[src/rtl/a2d_pkg.sv]
// Shared types and constants for the A2D scan sequencer.
package a2d_pkg;

    localparam int NUM_SLOTS = 4;

    typedef logic [11:0] a2d_res_t;

    typedef enum logic [2:0] {
        IDLE,
        SLOT_START,
        SLOT_WAIT,
        DMD_START,
        DMD_WAIT
    } scan_state_t;

endpackage

[src/rtl/a2d_period_tmr.sv]
// Scan period counter: free-runs while en, pulses tick on the last count.
module a2d_period_tmr #(
    parameter logic [19:0] SCAN_PERIOD = 20'd1_000_000
) (
    input  logic clk,
    input  logic rst_n,
    input  logic en,
    output logic tick
);

    logic [19:0] count;

    assign tick = en && (count == SCAN_PERIOD - 20'd1);

    always_ff @(posedge clk or negedge rst_n) begin
        if (!rst_n) begin
            count <= '0;
        end else if (!en || tick) begin
            count <= '0;
        end else begin
            count <= count + 20'd1;
        end
    end

endmodule

[src/rtl/a2d_scan_ctrl.sv]
// Owns the A2D handshake: periodic four-slot IR scan plus one-shot demand
// conversions slotted between scan slots, with a per-conversion timeout.
//
// state      | meaning
// IDLE       | no conversion in flight; waiting for demand or scan tick
// SLOT_START | strt_cnv issued for current scan slot
// SLOT_WAIT  | waiting for cnv_cmplt of scan slot
// DMD_START  | strt_cnv issued for latched demand channel
// DMD_WAIT   | waiting for cnv_cmplt of demand conversion
module a2d_scan_ctrl
    import a2d_pkg::*;
#(
    parameter logic [19:0] SCAN_PERIOD = 20'd1_000_000,
    parameter logic [2:0]  CH0         = 3'd0,
    parameter logic [2:0]  CH1         = 3'd4,
    parameter logic [2:0]  CH2         = 3'd3,
    parameter logic [2:0]  CH3         = 3'd7,
    parameter logic [11:0] TIMEOUT     = 12'd2048,
    parameter logic        INVERT      = 1'b1
) (
    input  logic        clk,
    input  logic        rst_n,
    input  logic        en,
    input  logic        rd_req,
    input  logic [2:0]  rd_chnnl,
    output logic        rd_busy,
    output logic        rd_rdy,
    output logic [11:0] rd_res,
    output logic        strt_cnv,
    output logic [2:0]  chnnl,
    input  logic        cnv_cmplt,
    input  logic [11:0] res,
    output logic [11:0] ir0,
    output logic [11:0] ir1,
    output logic [11:0] ir2,
    output logic [11:0] ir3,
    output logic        scan_done,
    output logic        overrun,
    output logic        tmo_err,
    input  logic        clr_err
);

    scan_state_t state;
    a2d_res_t    ir_q [NUM_SLOTS];
    logic [1:0]  slot;
    logic [2:0]  dmd_ch;
    logic        pending;
    logic        in_scan;
    logic        tick_hold;
    logic [11:0] wait_cnt;
    logic        tick;
    logic        accept;
    logic        dmd_go;

    a2d_period_tmr #(.SCAN_PERIOD(SCAN_PERIOD)) u_tmr (
        .clk   (clk),
        .rst_n (rst_n),
        .en    (en),
        .tick  (tick)
    );

    function automatic logic [2:0] slot_ch(input logic [1:0] s);
        case (s)
            2'd0:    return CH0;
            2'd1:    return CH1;
            2'd2:    return CH2;
            default: return CH3;
        endcase
    endfunction

    assign accept  = rd_req && !pending;
    // An idle request is launched on the very next edge, before pending is visible.
    assign dmd_go  = pending || accept;
    assign rd_busy = pending;
    assign ir0 = ir_q[0];
    assign ir1 = ir_q[1];
    assign ir2 = ir_q[2];
    assign ir3 = ir_q[3];

    always_ff @(posedge clk or negedge rst_n) begin
        if (!rst_n) begin
            state     <= IDLE;
            for (int i = 0; i < NUM_SLOTS; i++) ir_q[i] <= '0;
            slot      <= '0;
            dmd_ch    <= '0;
            pending   <= 1'b0;
            in_scan   <= 1'b0;
            tick_hold <= 1'b0;
            wait_cnt  <= 12'd1;
            strt_cnv  <= 1'b0;
            chnnl     <= '0;
            rd_rdy    <= 1'b0;
            rd_res    <= '0;
            scan_done <= 1'b0;
            overrun   <= 1'b0;
            tmo_err   <= 1'b0;
        end else begin
            strt_cnv  <= 1'b0;
            rd_rdy    <= 1'b0;
            scan_done <= 1'b0;

            if (accept) begin
                pending <= 1'b1;
                dmd_ch  <= rd_chnnl;
            end

            // Ticks outside a scan are remembered; the scan start below clears the memory.
            if (tick) begin
                if (in_scan) overrun   <= 1'b1;
                else         tick_hold <= 1'b1;
            end

            if (state == SLOT_WAIT || state == DMD_WAIT) wait_cnt <= wait_cnt + 12'd1;
            else                                         wait_cnt <= 12'd1;

            case (state)
                IDLE: begin
                    if (dmd_go) begin
                        state    <= DMD_START;
                        strt_cnv <= 1'b1;
                        chnnl    <= pending ? dmd_ch : rd_chnnl;
                    end else if (tick || tick_hold) begin
                        state     <= SLOT_START;
                        strt_cnv  <= 1'b1;
                        chnnl     <= CH0;
                        slot      <= 2'd0;
                        in_scan   <= 1'b1;
                        tick_hold <= 1'b0;
                    end
                end
                SLOT_START: state <= SLOT_WAIT;
                SLOT_WAIT: begin
                    if (cnv_cmplt) begin
                        ir_q[slot] <= INVERT ? ~res : res;
                        if (slot == 2'd3) begin
                            scan_done <= 1'b1;
                            in_scan   <= 1'b0;
                            state     <= IDLE;
                        end else if (pending) begin
                            state    <= DMD_START;
                            strt_cnv <= 1'b1;
                            chnnl    <= dmd_ch;
                        end else begin
                            slot     <= slot + 2'd1;
                            state    <= SLOT_START;
                            strt_cnv <= 1'b1;
                            chnnl    <= slot_ch(slot + 2'd1);
                        end
                    end else if (wait_cnt == TIMEOUT) begin
                        tmo_err <= 1'b1;
                        in_scan <= 1'b0;
                        state   <= IDLE;
                    end
                end
                DMD_START: state <= DMD_WAIT;
                DMD_WAIT: begin
                    if (cnv_cmplt || wait_cnt == TIMEOUT) begin
                        rd_res  <= cnv_cmplt ? res : 12'hFFF;
                        tmo_err <= tmo_err | !cnv_cmplt;
                        rd_rdy  <= 1'b1;
                        pending <= 1'b0;
                        if (in_scan) begin
                            slot     <= slot + 2'd1;
                            state    <= SLOT_START;
                            strt_cnv <= 1'b1;
                            chnnl    <= slot_ch(slot + 2'd1);
                        end else if (tick || tick_hold) begin
                            state     <= SLOT_START;
                            strt_cnv  <= 1'b1;
                            chnnl     <= CH0;
                            slot      <= 2'd0;
                            in_scan   <= 1'b1;
                            tick_hold <= 1'b0;
                        end else begin
                            state <= IDLE;
                        end
                    end
                end
                default: state <= IDLE;
            endcase

            if (clr_err) begin
                overrun <= 1'b0;
                tmo_err <= 1'b0;
            end
        end
    end

endmodule

[config.mk]
export PLATFORM = sky130hd
export DESIGN_NAME = a2d_scan_ctrl
export DESIGN_NICKNAME = d
export VERILOG_FILES = /design/src/rtl/a2d_pkg.sv /design/src/rtl/a2d_period_tmr.sv /design/src/rtl/a2d_scan_ctrl.sv
export SDC_FILE = /design/constraint.sdc
export NUM_CORES = 1
export LEC_CHECK = 0
export CAP_MARGIN = 40
export CORE_MARGIN = 2
export CORE_UTILIZATION = 52
export DETAILED_ROUTE_END_ITERATION = 10
export PLACE_DENSITY_LB_ADDON = 0.3
export SLEW_MARGIN = 20
export SYNTH_ARGS = -nofsm -noshare
export SYNTH_HDL_FRONTEND = slang
export SYNTH_SLANG_ARGS = --single-unit
[constraint.sdc]
create_clock -name clk -period 2.58 [get_ports clk]
set_input_delay 0.387 -clock clk [delete_from_list [all_inputs] [get_ports clk]]
set_output_delay 0.387 -clock clk [all_outputs]
set_load 0.05 [all_outputs]
Word level (Yosys, flattened, before mapping)
Cells that the tools add are included.

word-level totals
  flip-flop bits (word level) = 111
  output and inout port bits = 69
  bits of input ports = 21
  word-level logic and storage cells = 144

operators by class
  reductions and logical operators = 25
  $lt $le $gt $ge = 2
  multiplexer cells = 71
  eq/ne operators = 21
  add/sub/neg operators = 3
  bitwise gates (word level) = 3

operators by type and width
  cell                                           count
  bitwise mux 48 bit                             1
  2-to-1 mux 3 bit                               13
  2-to-1 mux 12 bit                              3
  2-to-1 mux 1 bit                               35
  demux 12 bit (select 2 bit)                    1
  adder 20 x 1 -> 20 bit, second input constant  1
  == test 20 bit, second input constant          1
  2-to-1 mux 20 bit                              1
  2-to-1 mux 2 bit                               9
  one-hot mux 3 bit (3 select lines)             2
  one-hot mux 3 bit (5 select lines)             1
  adder 12 x 1 -> 12 bit, second input constant  1
  == test 12 bit, second input constant          1
  != test 3 x 2 -> 1 bit, second input constant  4
  inverter 12 bit                                1
  AND reduction 6 bit                            2
  != test 2 bit, second input constant           5
  AND reduction 4 bit                            2
  == test 3 x 2 -> 1 bit, second input constant  2
  != test 3 bit, second input constant           2
  one-hot mux 1 bit (3 select lines)             2
  one-hot mux 2 bit (3 select lines)             1
  AND reduction 2 bit                            3
  nonzero test 3 bit                             2
  18 further kinds                               29

Depth between registers and ports, before layout
Gate-level depths: netlist (run 1).

  depth in word-level cells = 7
  mapped depth = 8
  depth with buffers taken out = 7

Hierarchy
Synthesis (run 1) repeated with hierarchy kept, for this count alone.

unflattened totals
  cell total of the unflattened synthesis = 462
  area total of the unflattened synthesis = 4790.8 um^2

modules (own cells, without submodules)
  module          cells an instance  sequential area each (um^2)  times used  area an instance (um^2)
  a2d_scan_ctrl   354                2278.4                       1           3772.4
  a2d_period_tmr  108                500.5                        1           1018.5

Worst setup path before layout (run 1)
OpenSTA, ideal clock, no wires.

  path kind = register to register
  from = reg wait_cnt[0]
  to = reg chnnl[2]
  data required time = 2.460 ns
  setup slack = 0.541 ns
  buffers on the path = 0
  period minus slack after synthesis = 2.039 ns
  stages on the path, launching flop included = 8
  data arrival time = 1.919 ns
  library setup time = 0.120 ns
  cells stage by stage = dfstp_2 > inv_1 > ha_1 > nor4b_2 > a31oi_1 > a311o_1 > a31oi_1 > a31o_1

between the ends
  word-level cells in the longest chain between the ends = 4

ends and longest elaborated chain
  element                           RTL line              text
  start: declaration                a2d_scan_ctrl.sv:50   logic [11:0] wait_cnt;
  start signal: assignment          a2d_scan_ctrl.sv:113  if (state == SLOT_WAIT || state == DMD_WAIT) wait_cnt <= wait_cnt + 12'd1;
  == test 12 bit                    a2d_scan_ctrl.sv:157  if (cnv_cmplt || wait_cnt == TIMEOUT) begin
  logical OR 1 bit                  a2d_scan_ctrl.sv:157
  != test 2 x 1 -> 1 bit (no line)  --
  AND reduction 4 bit (no line)     --
  end signal: assignment            a2d_scan_ctrl.sv:142  chnnl <= dmd_ch;
  end signal: assignment            a2d_scan_ctrl.sv:147  chnnl <= slot_ch(slot + 2'd1);
  end signal: assignment            a2d_scan_ctrl.sv:166  chnnl <= slot_ch(slot + 2'd1);
  end: declaration                  a2d_scan_ctrl.sv:30   output logic [2:0] chnnl,

No other way between the ends.
A chain may end at the register's enable or synchronous reset.

Final worst setup path (run 1)
Ends and elaborated chain as after synthesis.

==> results of run 1 <==
## path summary, 6_finish.rpt
| kind | from | endpoint | slack [ns] |
|---|---|---|---|
| min in group clk | wait_cnt[0] | wait_cnt[0] | 0.48 |
| max | wait_cnt[0] | chnnl[2] | 0.21 |
| min | rst_n | ir1[4] | 0.04 |
| max reg2reg | wait_cnt[0] | chnnl[2] | 0.21 |
| min reg2reg | wait_cnt[0] | wait_cnt[0] | 0.48 |
| max in group asynchronous | rst_n | wait_cnt[0] | 1.81 |
## logic make-up (layout without fill, tap and decap cells)
| kind of cell | after synthesis | in the layout | share of synthesized area [%] |
|---|---|---|---|
| buffers and inverters | 32 | 125 | 2.61 |
| AND/OR/NAND/NOR | 174 | 174 | 17.9 |
| multiplexers | 4 | 4 | 0.923 |
| adder cells (fa/ha/maj) | 7 | 7 | 1.85 |
| flip-flops | 111 | 111 | 58.6 |
| XOR/XNOR | 26 | 26 | 4.80 |
| AO/OA/AOI/OAI | 95 | 95 | 13.4 |
## power groups by stage
stage / clock, mW / sequential (mW) / combinational (mW)
final: 1.02 / 2.64 / 3.65
after global placement: 0 / 2.64 / 3.58
after floorplan: 0 / 4.14 / 0.865
after global routing: 1.12 / 2.71 / 3.84
after detailed placement: 0 / 2.67 / 3.66
after CTS: 1.05 / 2.64 / 3.67
## layout by cell type, fill, tap and decap left out, types with 5 or more instances in the layout
cell / netlist / routed
inv_1: 12 / 12
o21ai_0: 52 / 52
nand3_1: 20 / 20
nor2_1: 39 / 39
and3_1: 5 / 5
nand2_1: 70 / 70
nand4_1: 5 / 5
xor2_1: 14 / 14
o22a_1: 12 / 12
nand2b_1: 6 / 6
ha_1: 7 / 7
xnor2_1: 12 / 12
dfrtp_1: 110 / 110
buf_4: 0 / 8
clkbuf_8: 0 / 10
clkdlybuf4s50_1: 0 / 88
## per-layer routing
metal | global-route usage, % | up-vias | share of wire (%)
li1 | - | 1725 | -
met1 | 30.2 | 1814 | 43
met2 | 38.5 | 86 | 49
met3 | 8.15 | 12 | 6.3
met4 | 6.01 | 0 | 1.6
met5 | 0 | - | 0
## metrics by stage
| stage | worst slack, ns | util [%] |
|---|---|---|
| 6_report | 0.212 | 68.0 |
| 2_1_floorplan | 0.541 | - |
| 4_1_cts | 0.235 | 68.0 |
| 3_3_place_gp | 0.231 | 65.6 |
| 3_5_place_dp | 0.169 | 65.7 |
| 5_1_grt | 0.0678 | 68.0 |
## area by class of cell
cell class	instances	share of cell area [%]
timing repair buffer	97	16.1
sequential	111	46.6
tap	108	2.27
clock inverter	6	1.03
multi-input combinational	306	30.9
inverter	12	0.756
clock buffer	10	2.31
## worst max-delay path: stages, from the launching register on
cell and delay, ns:
dfstp_2 0.58, inv_1 0.06, ha_1 0.19, nor4b_2 0.16, a31oi_1 0.57, a311o_1 0.46, a31oi_1 0.08, a31o_1 0.19
## state kept, by name, indices dropped and copies added, names as in the netlist, 2 cells and up
signal / count
wait_cnt: 12
ir1: 12
ir3: 12
rd_res: 12
ir0: 12
state: 3
u_tmr.count: 20
ir2: 12
chnnl: 3
dmd_ch: 3
slot: 2
==> results.toml, run 1 <==
[finish]
syn2layout_area_growth_pct = 25.6
fin_area_um2 = 5960
ff_latch_area_um2 = 2780
n_fill_cell = 664
final_cells = 650
final_net_count = 565
layout-drive-gt1-share_pct = 7.75
multiInputGateArea_um2 = 1840
n_antenna_cell = 0

[global_routing]
grt_usage_pct = 23.5
grt_max_degree = 52
grt_overflow_total = 0
antenna_found_initial = 0
grt_pass1_vias = 3653
grt_pass1_wl_um = 18400

[setup_path]
rr_worst_depth = 7
worst_setup_path_end_kind = "flop"
cp-start-kind = "flop"
path_class = "flop to flop"
critPathArrivalTime_ns = 2.64
worst_ep_required_time_ns = 2.85
worstPathMaxFanout = 8

[route]
drt-pass1-iter-count = 4
via_count = 3637
routed_wl_um = 11000
drt-initial-drc-count = 172
vias_per_cell = 5.60
drtAntennaViolNets = 0
routedWlPerCell_um = 16.9
drc = 0

[clock_network]
path_clk_slew_ns = 0.12
cts_setup_buffers = 0
clockBufferDepth = 2
hold_buffers = 0
cts_resized = 0
cts_sinks = 111
worstSkewPairLatency_ns = 0.37
root_buffer = "clkbuf_8"
htreeDepth = 3
numCtsBuffers = 9
cts_tree = "done"

[sta]
setup_tns_ns = 0
max_clock_freq_mhz = 422
rsz0062_at_grt = "no"
finalHoldViolCount = 0
fin_skew_ns = 0.0177
finalMaxSlewViolations = 0
finalSetupViolations = 0
tightest_slew_ns = 0.708
slew_headroom_pct = 52.6
post-route-min-period_ns = 2.37
min_period_over_period_pct = 91.8
fin_hold_ws_ns = 0.0363

[min_path]
hold_class = "primary input to asynchronous set/reset pin"

[synthesis]
synth_top_area_share_pct = 58.0
synthArstFlopShare_pct = 100
ys_seq_area_share_pct = 58.6
ys_warn_count = 0
ys_types = 52
syn_area_um2 = 4740
ys.flop_type = "dfrtp_1"
synth.most_common_cell = "dfrtp_1"
synth-seq-cells = 111
synth_area_leaders = "dfrtp_1 (58%), nand2_1 (5.5%), o21ai_0 (5.5%)"
synth_area_leader_cell = "dfrtp_1"
synth_edf_count = 0
synth_area_per_cell_um2 = 10.6
synthCells = 449
synthTopCellsByCount = "dfrtp_1 (110), nand2_1 (70), o21ai_0 (52)"
synthesis.nets = 477

[power]
finalPower_mw = 7.31
leakagePower_nw = 2.59
p_sw_mw = 3.44
power.internal_mw = 3.87
pwr-share-seq_pct = 36.1
p_comb_share_pct = 49.9
ir_worst_vdd_uv = 794
power_density_nw_per_um2 = 1230
switching_share_pct = 47.1
p_clk_share_pct = 14.0

[floorplanning]
rows = 34
core_um2 = 8760
initial_core_util_pct = 54.1
die_h_um = 99.5
die_area_um2 = 9900
die_x_um = 99.5
io_pins = 90

[run_status]
status = "completed"

[place]
dpl_cell_area_um2 = 5760
place_hpwl_um = 7860
place_inst = 634
port_buffers = 89
gp_congestion = 0.874

[job]
cap_violations = 0
Power figures use the tool's default switching activity.
==> run 2: changes to the inputs <==
--- a/config.mk
+++ b/config.mk
@@ -5,6 +5,7 @@
 export SDC_FILE = /design/constraint.sdc
 export NUM_CORES = 1
 export LEC_CHECK = 0
+export ABC_AREA = 1
 export CAP_MARGIN = 40
 export CORE_MARGIN = 2
 export CORE_UTILIZATION = 52
==> results.toml, run 2 <==
[run_status]
status = "completed"

[synthesis]
synth_edf_count = 0
synth.most_common_cell = "nand2_1"
synth-seq-cells = 111
ys.flop_type = "dfrtp_1"
synthTopCellsByCount = "nand2_1 (129), dfrtp_1 (110), o21ai_0 (83)"
ys_types = 35
ys_seq_area_share_pct = 56.0
synthCells = 567
syn_area_um2 = 4960
synth_area_leaders = "dfrtp_1 (55%), nand2_1 (9.8%), o21ai_0 (8.4%)"
synth_area_leader_cell = "dfrtp_1"
synth_top_area_share_pct = 55.4
synthArstFlopShare_pct = 100
synthesis.nets = 595
synth_area_per_cell_um2 = 8.76
ys_warn_count = 0

[route]
via_count = 4174
drt-pass1-iter-count = 5
drc = 0
drt-initial-drc-count = 260
drtAntennaViolNets = 0
vias_per_cell = 5.28
routedWlPerCell_um = 14.8
routed_wl_um = 11700

[setup_path]
r2r-end = "chnnl[0]"
critPathArrivalTime_ns = 1.81
crit_slowest_cell = "clkdlybuf4s50_1"
crit_buf_inv = 1
crit_path_cell_trace = "clkdlybuf4s50_1"
worstPathMaxFanout = 11
cp_top_family = "buffers and inverters"
regToRegStartpoint = "wait_cnt[0]"
rr_worst_depth = 11
path_class = "flop to primary output"
worst_setup_path_end_kind = "primary output"
rrSetupSlack_ns = 0.70
slowest_delay_ns = 0.88
cp-start-kind = "flop"
worst_ep_required_time_ns = 2.19

[power]
power_density_nw_per_um2 = 1260
p_comb_share_pct = 51.9
leakagePower_nw = 2.89
pwr-share-seq_pct = 34.7
p_sw_mw = 3.76
p_clk_share_pct = 13.4
switching_share_pct = 48.3
ir_worst_vdd_uv = 976
power.internal_mw = 4.04

[sta]
finalHoldViolCount = 0
finalSetupViolations = 0
max_clock_freq_mhz = 456
tightest_slew_ns = 0.700
rsz0062_at_grt = "no"
finalMaxSlewViolations = 0
post-route-min-period_ns = 2.19
slew_headroom_pct = 53.2
fin_skew_ns = 0.0131
setup_tns_ns = 0
min_period_over_period_pct = 85.0

[finish]
fin_area_um2 = 6200
syn2layout_area_growth_pct = 24.8
n_antenna_cell = 0
final_net_count = 685
final_common_cell = "nand2_1"
layout_common_cells = "nand2_1 (129), dfrtp_1 (110), clkdlybuf4s50_1 (88), o21ai_0 (83), nor2_1 (61)"
n_fill_cell = 709
largest_reg_flops = 20
regMostFlops = "u_tmr.count"
layout-drive-gt1-share_pct = 7.25

[global_routing]
grt_max_degree = 62
grt_overflow_total = 0
grt_pass1_vias = 4012
grt_pass1_wl_um = 19500
grt_usage_pct = 24.3
antenna_found_initial = 0

[place]
gp_congestion = 0.935
port_buffers = 89
dpl_cell_area_um2 = 5990
place_hpwl_um = 8430

[floorplanning]
rows = 35
io_pins = 90
die_x_um = 102
die_area_um2 = 10300
core_um2 = 9240
initial_core_util_pct = 53.7
die_h_um = 102

[clock_network]
cts_sinks = 111
numCtsBuffers = 9
cts_setup_buffers = 0
cts_resized = 0
htreeDepth = 3
clockBufferDepth = 2
path_clk_slew_ns = 0.09
cts_tree = "done"
root_buffer = "clkbuf_8"
worstSkewPairLatency_ns = 0.37

[job]
cap_violations = 0

[min_path]
hold_class = "primary input to asynchronous set/reset pin"
-- run 2: cell count changes in the layout (fill, tap and decap cells not counted), moves of 7 or more --
cell,before,now
inv_1,12,50
o21ai_0,52,83
nor2_1,39,61
a21oi_1,4,24
xnor2_1,12,1
o22a_1,12,0
nand2_1,70,129
nor3_1,3,10
xor2_1,14,6
-- run 2: worst max-delay path by stage --
| stage | startpoint | endpoint | slack, ns | depth (start not counted) |
|---|---|---|---|---|
| after floorplan | rd_busy | chnnl[2] | 0.96 | 8 |
| after global placement | cnv_cmplt | ir2[0] | 0.56 | 6 |
| after detailed placement | cnv_cmplt | ir2[10] | 0.43 | 5 |
| after CTS | rd_busy | rd_busy | 0.39 | 1 |
| after global routing | rd_busy | rd_busy | 0.31 | 1 |
| final | rd_busy | rd_busy | 0.39 | 1 |
-- run 2: layout make-up --
class                      count  area [µm²]  area share [%]
timing repair buffer          93         933            15.1
sequential                   111        2780            44.8
tap                          129         161            2.60
clock inverter                 5        66.3            1.07
inverter                      57         216            3.49
multi-input combinational    385        1910            30.8
clock buffer                  11         131            2.12
-- run 2: power by group through the flow --
| stage | combinational (mW) | sequential [mW] | clock [mW] |
|---|---|---|---|
| 2_1_floorplan | 1.12 | 4.25 | 0 |
| 3_5_place_dp | 4.04 | 2.71 | 0 |
| 3_3_place_gp | 3.98 | 2.70 | 0 |
| 4_1_cts | 4.05 | 2.70 | 1.07 |
| 5_1_grt | 4.34 | 2.76 | 1.14 |
| 6_report | 4.05 | 2.71 | 1.05 |
-- run 2: kinds of logic (layout without fill, tap and decap cells) --
group                      count (synthesis)  after routing  synth area share, %
and+or+nand+nor                          248            248                 22.4
AOI/OAI and AO/OA                        123            123                 13.1
DFF                                      111            111                 56.0
buffers and inverters                     71            166                 5.54
adders and majority gates                  7              7                 1.76
xor gates and xnor gates                   7              7                 1.23
-- run 2: timing repair --
action                                  in CTS  in global routing
hold buffers                                 1                  0
endpoints found under the hold margin        9                  0
endpoints found under the setup margin       0                  0
-- run 2: through the flow --
stage	instances	power [mW]	hold WS (ns)	setup slack (ns)	util (%)
6_report	791	7.80	0.391	0.386	67.1
5_1_grt	791	8.23	0.391	0.308	67.1
4_1_cts	791	7.81	0.382	0.395	67.1
3_5_place_dp	774	6.75	0.236	0.430	64.8
3_3_place_gp	774	6.68	0.232	0.564	64.8
2_1_floorplan	567	5.37	0.0914	0.958	-
-- run 2: routing by layer --
layer	global-route usage, %	vias to the layer above	wire [µm]
li1	-	2021	-
met1	32.4	2023	5100
met2	39.3	116	5690
met3	6.49	14	725
met4	7.59	0	197
met5	0	-	0
